## src/rtl/mux_arb_pkg.sv

```systemverilog
// Shared state encoding and mux select codes for the 2:1 round-robin arbiter.
package mux_arb_pkg;

    // Arbiter FSM states; encoding fixed so the values stay stable across tools.
    typedef enum logic [1:0] {
        IDLE   = 2'd0,
        BUSY_A = 2'd1,
        BUSY_B = 2'd2
    } arb_state_t;

    // Mux select codes, also reported on out_sel.
    localparam logic SEL_A = 1'b0;
    localparam logic SEL_B = 1'b1;

endpackage

```

## src/rtl/mux_2to1_d.sv

```systemverilog
// Plain combinational 2:1 datapath mux.
module mux_2to1_d #(
    parameter int width = 1
) (
    input  logic             sel,
    input  logic [width-1:0] d0,
    input  logic [width-1:0] d1,
    output logic [width-1:0] y
);

    // sel=0 routes d0, sel=1 routes d1.
    always_comb begin
        y = sel ? d1 : d0;
    end

endmodule

```

## src/rtl/mux_2to1_rr_arbiter.sv

```systemverilog
// Two valid/ready packet requesters share one 2:1 datapath. Round-robin grant,
// locked until the last beat of the packet is accepted, into one output register.
import mux_arb_pkg::*;

module mux_2to1_rr_arbiter #(
    parameter int width = 32
) (
    input  logic             clk,
    input  logic             rst,
    input  logic             a_valid,
    input  logic [width-1:0] a_data,
    input  logic             a_last,
    output logic             a_ready,
    input  logic             b_valid,
    input  logic [width-1:0] b_data,
    input  logic             b_last,
    output logic             b_ready,
    output logic             out_valid,
    output logic [width-1:0] out_data,
    output logic             out_last,
    output logic             out_sel,
    input  logic             out_ready
);

    arb_state_t   state;
    logic         rr_ptr;     // 0: A preferred on contention, 1: B preferred
    logic         can_load;
    logic         grant_sel;
    logic         accept;
    logic [width:0] mux_y;    // {last, data} of the granted source

    // Ready is purely a function of grant and output register occupancy.
    always_comb begin
        can_load  = ~out_valid | out_ready;
        grant_sel = (state == BUSY_B) ? SEL_B : SEL_A;
        a_ready   = (state == BUSY_A) & can_load;
        b_ready   = (state == BUSY_B) & can_load;
        accept    = (a_valid & a_ready) | (b_valid & b_ready);
    end

    mux_2to1_d #(
        .width(width + 1)
    ) u_mux (
        .sel(grant_sel),
        .d0 ({a_last, a_data}),
        .d1 ({b_last, b_data}),
        .y  (mux_y)
    );

    // Grant FSM, round-robin pointer and output register.
    always_ff @(posedge clk) begin
        if (rst) begin
            state     <= IDLE;
            rr_ptr    <= 1'b0;
            out_valid <= 1'b0;
            out_data  <= '0;
            out_last  <= 1'b0;
            out_sel   <= SEL_A;
        end else begin
            // Load wins over drain; a concurrent drain+load is full throughput.
            if (accept) begin
                out_valid <= 1'b1;
                out_data  <= mux_y[width-1:0];
                out_last  <= mux_y[width];
                out_sel   <= grant_sel;
            end else if (out_ready) begin
                out_valid <= 1'b0;
            end

            unique case (state)
                IDLE: begin
                    if (a_valid && (!b_valid || !rr_ptr)) begin
                        state <= BUSY_A;
                    end else if (b_valid) begin
                        state <= BUSY_B;
                    end
                end
                BUSY_A: begin
                    if (a_valid && a_ready && a_last) begin
                        state  <= IDLE;
                        rr_ptr <= 1'b1;
                    end
                end
                BUSY_B: begin
                    if (b_valid && b_ready && b_last) begin
                        state  <= IDLE;
                        rr_ptr <= 1'b0;
                    end
                end
                default: state <= IDLE;
            endcase
        end
    end

endmodule

```

## config.mk

```make
export PLATFORM = sky130hd
export DESIGN_NAME = mux_2to1_rr_arbiter
export DESIGN_NICKNAME = d
export VERILOG_FILES = /design/src/rtl/mux_arb_pkg.sv /design/src/rtl/mux_2to1_d.sv /design/src/rtl/mux_2to1_rr_arbiter.sv
export SDC_FILE = /design/constraint.sdc
export NUM_CORES = 1
export LEC_CHECK = 0
export ABC_CLOCK_PERIOD_IN_PS = 2800
export CORE_MARGIN = 2
export CORE_UTILIZATION = 35
export CTS_CLUSTER_SIZE = 24
export DETAILED_ROUTE_END_ITERATION = 8
export PLACE_DENSITY = 0.76
export SLEW_MARGIN = 5
export SYNTH_ARGS = -nofsm -noshare
export SYNTH_HDL_FRONTEND = slang
export SYNTH_SLANG_ARGS = --single-unit
```

## constraint.sdc

```tcl
create_clock -name clk -period 2.8 [get_ports clk]
set_input_delay 0.28 -clock clk [delete_from_list [all_inputs] [get_ports clk]]
set_output_delay 0.28 -clock clk [all_outputs]
set_load 0.05 [all_outputs]
```

==> flow_metrics.py, run 1 <==
metrics = {
    "cells_and_area": {
        "num-fill-cells": 426,
        "area_delta_synth_final_pct": 66.10,
        "final_common_cell": "clkdlybuf4s50_1",
        "layout_common_cells": "106 x clkdlybuf4s50_1, 38 x dfxtp_1, 36 x nor2_1",
        "antenna_cells": 0,
        "seqCellArea_um2": 760.7,
        "drive_above_1_share_pct": 7.581,
        "multiInputGateArea_um2": 908.4,
        "nNetsFinal": 348,
    },
    "sta": {
        "period_needed_ps": 2190,
        "worstMarginPinSlew_ps": 813.8,
        "fin_setup_tns_ps": 0,
        "period_share_pct": 78.23,
        "rsz0062_at_grt": "no",
        "slew_viol_final": 0,
        "fin_skew_ps": 5.145,
        "finalWorstSetupSlack_ps": 609.6,
        "hold_violations": 0,
        "setup_violations": 0,
        "fmax_mhz": 456.5,
        "slew_headroom_pct": 45.75,
    },
    "clocking": {
        "post_cts_resized": 0,
        "cts_htree_levels": 2,
        "postCtsHoldBufs": 0,
        "cts_tree": "done",
        "post-cts-setup-buffers": 0,
        "cts_sinks": 38,
        "path_clk_slew_ps": 60,
        "ctsLongestPathBuffers": 2,
        "clockRootBuffer": "clkbuf_8",
        "clk_latency_ps": 280,
        "cts-buffers-inserted": 5,
    },
    "grt": {
        "track_usage_pct": 16.18,
        "grt.overflow.total": 0,
        "grt_pass1_vias": 1574,
        "grt_pass1_wl_um": 6900,
        "antenna_found_initial": 0,
        "grt_max_degree": 39,
    },
    "setup_path": {
        "worstReg2RegStart": "state[1]",
        "start_kind": "input pin",
        "cp_top_family": "buffers and inverters",
        "cpMostUsedCell": "clkdlybuf4s50_1",
        "arrival_ps": 1910,
        "crit_chain": "clkdlybuf4s50_1 -> nand2b_1 -> and2_1 -> clkdlybuf4s50_1",
        "cp-end-kind": "output pin",
        "path_buf_inv": 2,
        "r2r_cells": 4,
        "crit_path_top_delay_cell": "clkdlybuf4s50_1",
        "cp_max_fo": 4,
        "r2r-end": "out_data[23]",
        "required_ps": 2520,
        "slowest_delay_ps": 820,
        "r2r_slack_ps": 1190,
        "critPathKind": "input pin to output pin",
    },
    "synthesis": {
        "synthAdderAreaFrac_pct": 0,
        "synth_top_family_by_area": "compound AO/OA/AOI/OAI gates",
        "yosys.cell_types.count": 22,
        "synth_area_um2": 1757,
        "synth_warnings": 0,
        "synthSimpleGateAreaFrac_pct": 11.47,
        "synth_top_area_cell": "dfxtp_1",
        "synthCells": 175,
        "synth_compound_area_share_pct": 20.58,
        "synthMuxAreaShare_pct": 18.80,
        "synth_xor_area_share_pct": 0,
        "synth_seq_cells": 38,
        "synth_nets": 246,
        "seq_area_frac_synth_pct": 43.30,
        "syn_area_per_cell_um2": 10.04,
        "synth.top_cell.area_share_pct": 43.30,
        "synth_area_leaders": "dfxtp_1 43%, mux2i_1 19%, a211oi_1 10%",
    },
    "route": {
        "drt-initial-drc-count": 38,
        "routedWlPerCell_um": 12.63,
        "first_pass_iters": 4,
        "post-route-drc-count": 0,
        "wl_um": 4343,
        "drtAntennaViolNets": 0,
        "vias_per_cell": 4.744,
        "vias": 1632,
    },
    "place": {
        "io_buffer_count": 107,
        "dp_worst_setup_slack_ps": 613.8,
        "dp_hpwl_um": 3169,
        "routabilityCongestion": 0.8791,
    },
    "min_path": {
        "worst_hold_path_type": "flop to flop",
        "whs_path_depth": 2,
        "min_to": "out_data[1]",
        "hp-start": "out_data[1]",
    },
    "floorplan": {
        "pin_count": 108,
        "core_um2": 4786,
        "die_w_um": 74.85,
        "die_area_um2": 5602,
        "start_util_pct": 36.71,
        "fp.dieH_um": 74.85,
        "fp-row-count": 25,
    },
    "power": {
        "leakagePower_nw": 0.9519,
        "vdd_drop_max_mv": 0.2484,
        "powerDensity_nw_per_um2": 527.0,
    },
    "outcome": {
        "status": "complete, no violations",
    },
    "run": {
        "cap_violations": 0,
    },
}
## worst max-delay path by stage
stage	from	endpoint	slack (ps)	cells after the start
final	out_ready	b_ready	610	4
after global routing	out_ready	b_ready	510	4
after CTS	out_ready	b_ready	610	4
after detailed placement	out_ready	b_ready	610	4
after global placement	out_ready	b_ready	620	4
after floorplan	out_valid	rr_ptr	890	4
## power by group
group | leakage, nW | internal [mW] | switching, mW
clock network | 0.0383 | 0.171 | 0.171
registers | 0.311 | 0.594 | 0.0282
logic | 0.603 | 0.248 | 0.326
## flip-flops by register name (all words and copies together) (netlist names)
signal / flops
state: 2
out_sel: 1
out_data: 32
rr_ptr: 1
out_last: 1
out_valid: 1
## cell families after synthesis
family,after synthesis
AOI/OAI and AO/OA,42
muxes,33
buffers and inverters,15
and+or+nand+nor,47
DFF,38
## final cells by class
cell class              count  area share (%)
clock buffers               7           2.616
multi-input cells         122           31.13
flip-flops and latches     38           26.07
well taps                  67           2.873
repair buffers            110           37.31
## cells in the mapped netlist
cell type / instances
mux2i_1: 33
dfxtp_1: 38
buf_1: 1
buf_4: 3
a211oi_1: 24
a21oi_1: 1
nor3_1: 1
clkbuf_1: 3
nand2b_1: 3
buf_6: 4
a32oi_1: 1
a311oi_1: 1
nand3_1: 1
nor2b_1: 2
a31oi_1: 4
nand3b_1: 2
and2_1: 1
a211oi_2: 10
buf_2: 4
nand2_1: 1
nor2_1: 36
a21oi_2: 1
## per-stage QoR
step	hold slack, ps	cell area [µm²]	instances	total power [mW]	util, %
global route	521.4	2918	344	1.620	60.97
detailed placement	492.6	2841	337	1.212	59.37
finish	498.2	2918	344	1.538	60.97
global placement	484.3	2841	337	1.206	59.37
floorplan	376.6	1757	175	0.9910	-
CTS	499.6	2918	344	1.557	60.97
## routing by layer
layer / vias to the layer above / share of wire [%] / GRT usage, %
met1: 719 / 42 / 19.13
met4: 0 / 1.2 / 4.762
met5: - / 0 / 0
met2: 69 / 47 / 26.32
li1: 839 / - / -
met3: 5 / 9.9 / 7.497
## worst min-delay path, stage by stage, from the launching register on
cell and delay (ps):
dfxtp_1 310, nor2_1 90, a211oi_1 50
(Power assumes the default switching activity.)
==> run 2, diff against run 1 <==
--- a/config.mk
+++ b/config.mk
@@ -5,12 +5,12 @@
 export SDC_FILE = /design/constraint.sdc
 export NUM_CORES = 1
 export LEC_CHECK = 0
-export ABC_CLOCK_PERIOD_IN_PS = 2800
+export ABC_CLOCK_PERIOD_IN_PS = 1900
 export CORE_MARGIN = 2
-export CORE_UTILIZATION = 35
+export CORE_UTILIZATION = 33
 export CTS_CLUSTER_SIZE = 24
 export DETAILED_ROUTE_END_ITERATION = 8
-export PLACE_DENSITY = 0.76
+export PLACE_DENSITY = 0.75
 export SLEW_MARGIN = 5
 export SYNTH_ARGS = -nofsm -noshare
 export SYNTH_HDL_FRONTEND = slang
==> constraint.sdc (replaced) <==
create_clock -name clk -period 1.9 [get_ports clk]
set_input_delay 0.19 -clock clk [delete_from_list [all_inputs] [get_ports clk]]
set_output_delay 0.19 -clock clk [all_outputs]
set_load 0.05 [all_outputs]
==> flow_metrics.py, run 2 (synthesis gave the netlist of run 1 again) <==
metrics = {
    "power": {
        "p_seq_share_pct": 38.8,
        "switching_power_uw": 797.4,
        "leakagePower_nw": 1.008,
        "powerDensity_nw_per_um2": 777.9,
        "p_int_mw": 1.559,
        "p_comb_share_pct": 37.4,
        "p_sw_share_pct": 33.84,
        "vdd_drop_max_mv": 0.3118,
        "clkPwrFrac_pct": 23.8,
    },
    "floorplan": {
        "pin_count": 108,
        "die_area_um2": 5923,
        "die_w_um": 76.96,
        "start_util_pct": 34.39,
        "fp.dieH_um": 76.96,
        "fp-row-count": 26,
        "core_um2": 5107,
    },
    "setup_path": {
        "worstReg2RegStart": "state[0]",
        "cp_top_family": "buffers and inverters",
        "cp-end-kind": "output pin",
        "critPathLaunch": "out_valid",
        "crit_chain": "clkdlybuf4s50_1",
        "critPathKind": "flop to output pin",
        "arrival_ps": 1460,
        "path_buf_inv": 1,
        "cp_max_fo": 3,
        "required_ps": 1710,
        "start_kind": "flop",
        "crit_path_top_delay_cell": "clkdlybuf4s50_1",
        "slowest_delay_ps": 830,
    },
    "sta": {
        "slew_headroom_pct": 64.80,
        "fin_setup_tns_ps": 0,
        "period_share_pct": 86.74,
        "fmax_mhz": 606.8,
        "hold_violations": 0,
        "whs_ps": 159.8,
        "period_needed_ps": 1648,
        "worstMarginPinSlew_ps": 526.4,
        "slew_viol_final": 0,
        "setup_violations": 0,
        "finalWorstSetupSlack_ps": 252.0,
        "fin_skew_ps": 3.706,
        "rsz0062_at_grt": "no",
    },
    "grt": {
        "grt.overflow.total": 0,
        "grt_pass1_vias": 1640,
        "grt_pass1_wl_um": 7555,
        "track_usage_pct": 15.55,
        "grt_max_degree": 35,
        "antenna_found_initial": 0,
    },
    "clocking": {
        "postCtsHoldBufs": 0,
        "clockRootBuffer": "clkbuf_8",
        "clk_latency_ps": 280,
        "cts-buffers-inserted": 5,
        "cts_htree_levels": 2,
        "ctsLongestPathBuffers": 2,
        "post_cts_resized": 0,
        "path_clk_slew_ps": 70,
        "cts_tree": "done",
        "post-cts-setup-buffers": 0,
        "cts_sinks": 38,
    },
    "min_path": {
        "worst_hold_path_type": "input pin to flop",
        "hp-start": "rst",
    },
    "route": {
        "routedWlPerCell_um": 12.34,
        "first_pass_iters": 4,
        "post-route-drc-count": 0,
        "vias_per_cell": 4.718,
        "drt-initial-drc-count": 27,
        "vias": 1670,
        "wl_um": 4368,
        "drtAntennaViolNets": 0,
    },
    "run": {
        "cap_violations": 0,
    },
    "place": {
        "routabilityCongestion": 0.7288,
        "dp_worst_setup_slack_ps": 247.5,
        "placed_area_um2": 2938,
        "io_buffer_count": 107,
        "dp_hpwl_um": 3386,
    },
    "cells_and_area": {
        "final_common_cell": "clkdlybuf4s50_1",
        "nNetsFinal": 354,
        "area_delta_synth_final_pct": 72.44,
        "fin_area_um2": 3029,
        "layout_common_cells": "104 x clkdlybuf4s50_1, 38 x dfxtp_1, 35 x nor2_1",
        "largest_register": "out_data",
        "reg_top3": "out_data (32), state (2)",
        "antenna_cells": 0,
        "drive_above_1_share_pct": 11.27,
        "final_util_pct": 59.31,
        "num-fill-cells": 476,
        "largest_register_ffs": 32,
    },
    "outcome": {
        "status": "complete, no violations",
    },
}
[run 2: final cells by class]
class	instances	area (µm²)	share of cell area, %
sequential	38	760.7	25.11
tap	70	87.58	2.891
timing repair buffer	116	1179	38.91
multi-input combinational	122	910.9	30.07
clock inverter	1	5.005	0.1652
clock buffer	7	86.33	2.850
[run 2: power by group through the flow]
stage	Combinational, mW	Clock, mW	Sequential [mW]
6_report	0.880	0.561	0.915
5_1_grt	0.938	0.615	0.926
4_1_cts	0.890	0.583	0.916
3_5_place_dp	0.888	0	0.933
3_3_place_gp	0.876	0	0.932
2_1_floorplan	0.280	0	1.18
[run 2: worst paths after layout]
kind / end / slack, ps / depth (start not counted)
setup / recovery: out_valid / 250 / 1
hold / removal: out_data[31] / 160 / 2
setup reg to reg: out_data[3] / 440 / 5
hold reg to reg: out_data[7] / 500 / 2
[run 2: layer usage]
layer | GRT usage [%] | up-vias | wire [µm]
li1 | - | 851 | -
met1 | 18.68 | 743 | 1876
met3 | 6.588 | 7 | 438
met5 | 0 | - | 0
met2 | 25.35 | 69 | 1995
met4 | 4.364 | 0 | 57
[run 2: stage by stage]
stage               cells  power, mW
global route          354      2.480
finish                354      2.356
detailed placement    346      1.821
CTS                   354      2.388
global placement      346      1.808
floorplan             175      1.461
==> run 3, diff against run 2 <==
--- a/config.mk
+++ b/config.mk
@@ -10,6 +10,7 @@
 export CORE_UTILIZATION = 33
 export CTS_CLUSTER_SIZE = 24
 export DETAILED_ROUTE_END_ITERATION = 8
+export GPL_TIMING_DRIVEN = 1
 export PLACE_DENSITY = 0.75
 export SLEW_MARGIN = 5
 export SYNTH_ARGS = -nofsm -noshare
==> results of run 3 <==
Final layout, timing and power as in run 2 (identical DEF).
